[config.mk]
export PLATFORM = sky130hd
export DESIGN_NAME = fpga_keypad_reader_flat
export DESIGN_NICKNAME = d
export VERILOG_FILES = /design/src/rtl/fpga_keypad_reader_pkg.sv /design/src/rtl/fpga_keypad_reader_if.sv /design/src/rtl/fpga_keypad_reader_fifo.sv /design/src/rtl/fpga_keypad_reader.sv /design/src/flat_wrapper.sv
export SDC_FILE = /design/constraint.sdc
export NUM_CORES = 1
export LEC_CHECK = 0
export CELL_PAD_IN_SITES_DETAIL_PLACEMENT = 1
export CELL_PAD_IN_SITES_GLOBAL_PLACEMENT = 1
export CORE_MARGIN = 1
export CORE_UTILIZATION = 41
export DETAILED_ROUTE_END_ITERATION = 8
export PLACE_DENSITY_LB_ADDON = 0.1
export RECOVER_POWER = 100
export SLEW_MARGIN = 0
export SYNTH_ARGS = -nofsm -noshare
export SYNTH_HDL_FRONTEND = slang
export SYNTH_SLANG_ARGS = --single-unit
[constraint.sdc]
create_clock -name clk_i -period 4.74 [get_ports clk_i]
set_clock_uncertainty 0.15 [all_clocks]
set_input_delay 0.948 -clock clk_i [delete_from_list [all_inputs] [get_ports clk_i]]
set_output_delay 0.948 -clock clk_i [all_outputs]
set_load 0.05 [all_outputs]
[src/rtl/fpga_keypad_reader_pkg.sv]
// Shared types and constants for the 4x4 keypad reader peripheral.
package keypad_pkg;

  typedef enum logic [1:0] {IDLE, DEBOUNCE, HELD} kp_state_t;
  typedef enum logic [1:0] {SCAN_NONE, SCAN_ONE, SCAN_MULTI} kp_scan_t;

  localparam int         KP_DEPTH      = 4;
  localparam logic [7:0] KP_EMPTY_READ = 8'hFF;

  // Bit positions inside the STATUS register; count occupies three bits from STAT_COUNT_LSB.
  localparam int STAT_NOT_EMPTY = 0;
  localparam int STAT_OVERFLOW  = 1;
  localparam int STAT_COUNT_LSB = 2;

endpackage

[src/rtl/fpga_keypad_reader_if.sv]
// CPU read bus between the processor (master) and the keypad peripheral (slave).
interface fpga_keypad_reader_if;

  logic [7:0] addressbusHigh;
  logic [7:0] addressbusLow;
  logic       readEnable;
  logic [7:0] dataOut;
  logic       dataDrive;

  modport master (output addressbusHigh, addressbusLow, readEnable,
                  input  dataOut, dataDrive);
  modport slave  (input  addressbusHigh, addressbusLow, readEnable,
                  output dataOut, dataDrive);

endinterface

[src/rtl/fpga_keypad_reader_fifo.sv]
// Four-entry queue of 4-bit key codes; a push into a full queue is refused unless a pop frees a slot.
module keypad_fifo
  import keypad_pkg::*;
(
  input  logic       clk_i,
  input  logic       nrst_i,
  input  logic       push_i,
  input  logic [3:0] pushData_i,
  input  logic       pop_i,
  output logic [3:0] head_o,
  output logic [2:0] count_o,
  output logic       full_o,
  output logic       empty_o
);

  logic [3:0] mem_q [KP_DEPTH];
  logic [1:0] wrPtr_q, rdPtr_q;
  logic [2:0] count_q, count_d;
  logic       doPush, doPop;

  assign empty_o = (count_q == 3'd0);
  assign full_o  = (count_q == 3'(KP_DEPTH));
  assign doPop   = pop_i && !empty_o;
  assign doPush  = push_i && (!full_o || doPop);
  assign head_o  = mem_q[rdPtr_q];
  assign count_o = count_q;

  always_comb begin
    count_d = count_q;
    if (doPush && !doPop) begin
      count_d = count_q + 3'd1;
    end else if (doPop && !doPush) begin
      count_d = count_q - 3'd1;
    end
  end

  always_ff @(posedge clk_i or negedge nrst_i) begin
    if (!nrst_i) begin
      for (int i = 0; i < KP_DEPTH; i++) mem_q[i] <= '0;
      wrPtr_q <= '0;
      rdPtr_q <= '0;
      count_q <= '0;
    end else begin
      if (doPush) begin
        mem_q[wrPtr_q] <= pushData_i;
        wrPtr_q        <= wrPtr_q + 2'd1;
      end
      if (doPop) rdPtr_q <= rdPtr_q + 2'd1;
      count_q <= count_d;
    end
  end

endmodule

[src/rtl/fpga_keypad_reader.sv]
// Memory-mapped 4x4 keypad reader: column scanner, scan-level debounce FSM, code FIFO
// and DATA/STATUS read decode on the CPU bus.
module fpga_keypad_reader
  import keypad_pkg::*;
#(
  parameter logic [15:0] BASE_ADDR      = 16'h0008,
  parameter int          SCAN_DIV       = 250,
  parameter int          DEBOUNCE_SCANS = 4
) (
  input  logic                 clk_i,
  input  logic                 nrst_i,
  input  logic [3:0]           rowIn_i,
  output logic [3:0]           colOut_o,
  fpga_keypad_reader_if.slave  bus
);

  localparam int               DIV_W    = $clog2(SCAN_DIV);
  localparam int               DBC_W    = $clog2(DEBOUNCE_SCANS + 1);
  localparam logic [DIV_W-1:0] DIV_LAST = DIV_W'(SCAN_DIV - 1);
  localparam logic [DBC_W-1:0] DBC_DONE = DBC_W'(DEBOUNCE_SCANS);

  logic [3:0]       sync1_q, sync2_q;
  logic [DIV_W-1:0] divCnt_q;
  logic [1:0]       colIdx_q;
  logic [1:0]       hitAcc_q, hitAcc_d;
  logic [3:0]       codeAcc_q, codeAcc_d;
  logic             slotEnd, scanEnd;
  logic [3:0]       rowsLow;
  logic [2:0]       colHits;
  logic [1:0]       colRow;
  logic [3:0]       scanHits;
  logic [3:0]       scanCode;
  kp_scan_t         scanResult;

  kp_state_t        state_q, state_d;
  logic [DBC_W-1:0] dbc_q, dbc_d;
  logic [3:0]       cand_q, cand_d;
  logic             push;
  logic [3:0]       pushCode;

  logic [15:0]      addr;
  logic             hitData, hitStatus, pop;
  logic             overflow_q, overflow_d;
  logic [3:0]       head;
  logic [2:0]       count;
  logic             full, empty;
  logic [7:0]       statusByte;

  assign slotEnd  = (divCnt_q == DIV_LAST);
  assign scanEnd  = slotEnd && (colIdx_q == 2'd3);
  assign rowsLow  = ~sync2_q;
  assign colOut_o = ~(4'b0001 << colIdx_q);

  // Hits are accumulated column by column (saturating at 2); the code is kept from the first hit only.
  always_comb begin
    colHits = '0;
    colRow  = '0;
    for (int r = 3; r >= 0; r--) begin
      if (rowsLow[r]) begin
        colHits = colHits + 3'd1;
        colRow  = 2'(r);
      end
    end
    scanHits  = {2'b00, hitAcc_q} + {1'b0, colHits};
    scanCode  = (hitAcc_q == 2'd0) ? {colRow, colIdx_q} : codeAcc_q;
    hitAcc_d  = hitAcc_q;
    codeAcc_d = codeAcc_q;
    if (slotEnd) begin
      hitAcc_d  = scanEnd ? 2'd0 : ((scanHits > 4'd2) ? 2'd2 : scanHits[1:0]);
      codeAcc_d = scanEnd ? 4'd0 : scanCode;
    end
    if (scanHits == 4'd0)      scanResult = SCAN_NONE;
    else if (scanHits == 4'd1) scanResult = SCAN_ONE;
    else                       scanResult = SCAN_MULTI;
  end

  always_ff @(posedge clk_i or negedge nrst_i) begin
    if (!nrst_i) begin
      sync1_q   <= 4'hF;
      sync2_q   <= 4'hF;
      divCnt_q  <= '0;
      colIdx_q  <= '0;
      hitAcc_q  <= '0;
      codeAcc_q <= '0;
    end else begin
      sync1_q   <= rowIn_i;
      sync2_q   <= sync1_q;
      divCnt_q  <= slotEnd ? '0 : divCnt_q + DIV_W'(1);
      if (slotEnd) colIdx_q <= colIdx_q + 2'd1;
      hitAcc_q  <= hitAcc_d;
      codeAcc_q <= codeAcc_d;
    end
  end

  // Debounce runs once per full scan; a held key never re-pushes until it has been released.
  always_comb begin
    state_d  = state_q;
    dbc_d    = dbc_q;
    cand_d   = cand_q;
    push     = 1'b0;
    pushCode = cand_q;
    if (scanEnd) begin
      unique case (state_q)
        IDLE: begin
          if (scanResult == SCAN_ONE) begin
            cand_d   = scanCode;
            pushCode = scanCode;
            if (DEBOUNCE_SCANS == 1) begin
              push    = 1'b1;
              state_d = HELD;
              dbc_d   = '0;
            end else begin
              state_d = DEBOUNCE;
              dbc_d   = DBC_W'(1);
            end
          end
        end
        DEBOUNCE: begin
          if (scanResult == SCAN_ONE && scanCode == cand_q) begin
            if (dbc_q + DBC_W'(1) == DBC_DONE) begin
              push    = 1'b1;
              state_d = HELD;
              dbc_d   = '0;
            end else begin
              dbc_d = dbc_q + DBC_W'(1);
            end
          end else begin
            state_d = IDLE;
            dbc_d   = '0;
          end
        end
        HELD: begin
          if (scanResult == SCAN_NONE) begin
            if (dbc_q + DBC_W'(1) == DBC_DONE) begin
              state_d = IDLE;
              dbc_d   = '0;
            end else begin
              dbc_d = dbc_q + DBC_W'(1);
            end
          end else begin
            dbc_d = '0;
          end
        end
        default: state_d = IDLE;
      endcase
    end
  end

  always_ff @(posedge clk_i or negedge nrst_i) begin
    if (!nrst_i) begin
      state_q    <= IDLE;
      dbc_q      <= '0;
      cand_q     <= '0;
      overflow_q <= 1'b0;
    end else begin
      state_q    <= state_d;
      dbc_q      <= dbc_d;
      cand_q     <= cand_d;
      overflow_q <= overflow_d;
    end
  end

  keypad_fifo u_fifo (
    .clk_i      (clk_i),
    .nrst_i     (nrst_i),
    .push_i     (push),
    .pushData_i (pushCode),
    .pop_i      (pop),
    .head_o     (head),
    .count_o    (count),
    .full_o     (full),
    .empty_o    (empty)
  );

  assign addr       = {bus.addressbusHigh, bus.addressbusLow};
  assign hitData    = bus.readEnable && (addr == BASE_ADDR);
  assign hitStatus  = bus.readEnable && (addr == BASE_ADDR + 16'd1);
  assign pop        = hitData && !empty;
  // A dropped push outranks a STATUS read clearing the flag in the same cycle.
  assign overflow_d = (push && full && !pop) ? 1'b1 : (hitStatus ? 1'b0 : overflow_q);

  always_comb begin
    statusByte                          = '0;
    statusByte[STAT_NOT_EMPTY]          = !empty;
    statusByte[STAT_OVERFLOW]           = overflow_q;
    statusByte[STAT_COUNT_LSB +: 3]     = count;
    bus.dataDrive = hitData || hitStatus;
    bus.dataOut   = 8'h00;
    if (hitData)        bus.dataOut = empty ? KP_EMPTY_READ : {4'b0000, head};
    else if (hitStatus) bus.dataOut = statusByte;
  end

endmodule

[src/flat_wrapper.sv]
// flat-port wrapper written by rule: the top's interface ports become plain ports
module fpga_keypad_reader_flat import keypad_pkg::*;
#(
  parameter logic [15:0] BASE_ADDR      = 16'h0008,
  parameter int          SCAN_DIV       = 250,
  parameter int          DEBOUNCE_SCANS = 4
)
  (clk_i, nrst_i, rowIn_i, colOut_o, bus_addressbusHigh, bus_addressbusLow, bus_readEnable, bus_dataOut, bus_dataDrive);
  fpga_keypad_reader_if bus_i ();
  input  logic clk_i;
  input  logic nrst_i;
  input  logic [3:0] rowIn_i;
  output logic [3:0] colOut_o;
  input wire logic [$bits(bus_i.addressbusHigh)-1:0] bus_addressbusHigh;
  input wire logic [$bits(bus_i.addressbusLow)-1:0] bus_addressbusLow;
  input wire logic [$bits(bus_i.readEnable)-1:0] bus_readEnable;
  output wire logic [$bits(bus_i.dataOut)-1:0] bus_dataOut;
  output wire logic [$bits(bus_i.dataDrive)-1:0] bus_dataDrive;
  assign bus_i.addressbusHigh = bus_addressbusHigh;
  assign bus_i.addressbusLow = bus_addressbusLow;
  assign bus_i.readEnable = bus_readEnable;
  assign bus_dataOut = bus_i.dataOut;
  assign bus_dataDrive = bus_i.dataDrive;
  fpga_keypad_reader #(.BASE_ADDR(BASE_ADDR), .SCAN_DIV(SCAN_DIV), .DEBOUNCE_SCANS(DEBOUNCE_SCANS)) u_core (.clk_i(clk_i), .nrst_i(nrst_i), .rowIn_i(rowIn_i), .colOut_o(colOut_o), .bus(bus_i));
endmodule
==> summary.md <==
| Metric | Value |
|---|---|
| Violated checks | `max-capacitance violations, max-slew violations` |
| Hold path start | `u_core.sync1_q[2]$_DFF_PN1_` |
| Crit path buf inv count | `3` |
| RSZ-0062 raised after global routing | `no` |
| Sw frac | `0.214` |
| Reg clk slew, reported paths | `around 70 ps` |
| TritonRoute pass-1 iters | `6` |
| Internal power | `0.000919 W` |
| DR vias | `between 2000 and 2500` |
| CTS buffer count | `9` |
| Sequential cell area | `1440 µm²` |
| CP max FO | `7` |
| Post-synth EDFFs | `0` |
| RR Startpoint | `u_core.sync2_q[2]$_DFF_PN1_` |
| Max-cap violations | `1` |
| Synthesis Warnings | `0` |
| Vias/cell | `roughly 5.3` |
| Crit-path cells | `dlygate4sd3_1 > nor4b_1 > nand4_1 > inv_1 > and3_1 > clkdlybuf4s50_1` |
| Rel. slew slack | `-0.290` |
| Clk sinks | `57` |
| Die height | `92.8 µm` |
| Outcome | `finished with violations` |
| Final hold viol count | `0` |
| GRT Total Usage | `0.194` |
| Max-slew violations | `38` |
| Ports | `36` |
| CORE AREA | `7850 µm²` |
| Vias in the first global route | `2544` |
| Power Dens Cells | `285 nW/µm²` |
| Initial Util | `0.430` |
| WP data arrival | `3370 ps` |
| Worst-Margin Slew | `~1900 ps` |
| Post-route ant nets | `0` |
| Congestion Overflow GR | `0` |
| Clock Path Buffers | `2` |
| WL/cell | `16.7 µm` |
| Worst EP required | `3640 ps` |
| Routability cong. | `between 0.7 and 0.8` |
| Post-layout net count | `396` |
| Drt total wl | `7590 µm` |
| Leading area contributor after synthesis | `dfrtp_1` |
| Syn Nets | `between 300 and 400` |
| Ys async rst share | `1.00` |
| Worst Setup SP | `bus_addressbusLow[5]` |
| Setup CP Type | `input pin to output pin` |
| # hold bufs at CTS | `0` |
| Largest net degree at the start of global routing | `38` |
| Clk_lat worst skew | `roughly 340 ps` |
| Final setup TNS | `0 ps` |
| Ratio of cells with drive above 1 in the final layout | `0.181` |
| Clock Root Buffer | `clkbuf_8` |
| Syn Inst Count | `303` |
| N_diodes | `0` |
| Initial detailed-routing violation count | `53` |
| Crit path capture type | `output pin` |
| PortBufs | `35` |
| First-pass GRT wire length | `12800 µm` |
| # rows | `32` |
| Post-synth top area share | `0.363` |
| DRC viols | `0` |
| PnR Total Power | `0.00117 W` |
| Synthesized cell area | `3380 µm²` |
| Mean Syn Cell Area | `about 11 µm²` |
| Sequential power share | `0.425` |
| Seq cells post-synth | `57` |
| P_sw | `0.000250 W` |
| CTS H-tree depth | `3` |
| Detailed placement HPWL | `5540 µm` |
| Initial antenna violation count | `0` |
| Fmax | `224 MHz` |
| CTS tree | `built` |
| Slowest CP cell | `clkdlybuf4s50_1` |
| Hold Crit Class | `register to register` |
| Commonest non-fill, non-tap cell in the layout | `dfrtp_1` |
| Die span in x | `92.8 µm` |
| Most frequent cells in the layout | `dfrtp_1 (49), nand2_1 (28), clkdlybuf4s50_1 (25)` |
| Minimum clock period | `between 4000 and 5000 ps` |
| Register area share after synthesis | `0.425` |
| Multi-input gate area | `1820 µm²` |
| Dominant synthesized flop cell | `dfrtp_1` |
| Power share of the combinational group | `0.078` |
| Largest delay share family, worst path | `buffers and inverters` |
| Filler cell count | `~870` |
| Max VDD drop | `0.161 mV` |
| Worst setup SP type | `input pin` |
| Synth unique cells | `60` |
| P&R area growth vs syn | `21.5%` |
| Main area contributors after synthesis | `dfrtp_1 (36%), ha_1 (8.5%), dfstp_2 (6.2%)` |
| Leakage power | `1.83 nW` |
| Final period util | `0.943` |
| Max stage delay on crit path | `840 ps` |
| Die area | `8600 µm²` |
| Final setup fails | `0` |
| Clock group share of total power | `0.497` |
-- sequential cells by signal, summed over array words and instances, names as in the netlist, 2 cells and up --
register and cells:
u_core.cand_q 4, u_core.hitAcc_q 2, u_core.dbc_q 3, u_core.sync2_q 4
u_core.sync1_q 4, u_core.u_fifo.wrPtr_q 2, u_core.u_fifo.count_o 3, u_core.u_fifo.mem_q 16
u_core.u_fifo.rdPtr_q 2, u_core.state_q 2, u_core.colIdx_q 2, u_core.divCnt_q 8
u_core.codeAcc_q 4
-- cell type report --
type	instances	share of cell area
sequential	57	0.350
timing repair buffer	42	0.0939
clock buffer	12	0.0378
multi-input combinational	217	0.444
tap	102	0.0311
inverter	21	0.0192
clock inverter	4	0.0241
-- power by group through the flow --
stage / Sequential (W) / Combinational [W] / Clock (W)
2_1_floorplan: 0.000503 / 0.0000433 / 0
3_3_place_gp: 0.000505 / 0.0000812 / 0
3_5_place_dp: 0.000505 / 0.0000832 / 0
4_1_cts: 0.000496 / 0.0000869 / 0.000593
5_1_grt: 0.000497 / 0.000101 / 0.000615
6_report: 0.000496 / 0.0000915 / 0.000581
-- synth_stat cells (all sizes together), types with 3 or more instances --
cell	count
nor2	21
and3	3
mux4	4
mux2i	5
nand2b	3
nor4	4
a21oi	8
mux2	23
dfstp	8
xnor2	9
clkbuf	3
ha	23
a22o	4
buf	5
nor3	4
inv	21
xor2	8
nor2b	3
nor4b	5
nand2	28
nand3	8
nor4bb	3
a31oi	3
o21ai	15
o21a	3
dfrtp	49
nand4	3
-- per-layer routing --
layer,share of wire,global-route usage,routed length [µm]
met5,0,0,0
met4,0.012,0.0538,91
met3,0.018,0.0419,133
met2,0.48,0.317,3670
met1,0.49,0.261,3690
-- stage by stage --
step	hold WS [ps]	area (µm²)	instances	util	setup slack, ps
2_1_floorplan	195	3380	303	-	259
3_3_place_gp	195	3810	435	0.486	157
5_1_grt	206	4100	455	0.523	33.2
4_1_cts	198	4100	451	0.522	77.4
6_report	197	4100	455	0.523	272
3_5_place_dp	197	3810	435	0.486	2.21
-- kinds of logic after synthesis --
family	count (synthesis)	share of synthesized area
XOR/XNOR	17	0.0497
adder cells (fa/ha/maj)	25	0.0971
multiplexers	32	0.123
buffers and inverters	29	0.0411
flip-flops	57	0.425
AND/OR/NAND/NOR	95	0.166
AO/OA/AOI/OAI	48	0.0978
-- worst paths after layout --
path                                                        endpoint  slack, ps  cells past startpoint
worst max-delay path                                  bus_dataOut[5]        270                      6
min in group asynchronous               u_core.divCnt_q[2]$_DFF_PN0_        990                      1
worst min register to register           u_core.sync2_q[2]$_DFF_PN1_        200                      0
worst min-delay path                     u_core.sync2_q[2]$_DFF_PN1_        200                      0
worst max register to register  u_core.u_fifo.count_o[2]$_DFFE_PN0P_        280                     16
max in group asynchronous            u_core.codeAcc_q[0]$_DFFE_PN0N_       1560                      2
-- worst register-to-register path, stage by stage, from the launching register on --
cell and delay (ps):
dfstp_2 550, inv_1 70, ha_4 300, xnor2_4 120, ha_1 250, mux2_4 290, fa_2 490, or3b_4 400
mux2i_2 190, nand2_1 90, nor4bb_2 290, ha_1 220, inv_1 60, fa_1 430, xor2_1 180, nor2_1 160
xor2_1 160
-- timing repair --
action | CTS | global route
gates resized for setup | 4 | 6
setup buffers | 0 | 4
pin swaps | 1 | 8
setup endpoints to repair | 1 | 2
Note: power is estimated with default switching activity, not from simulation.
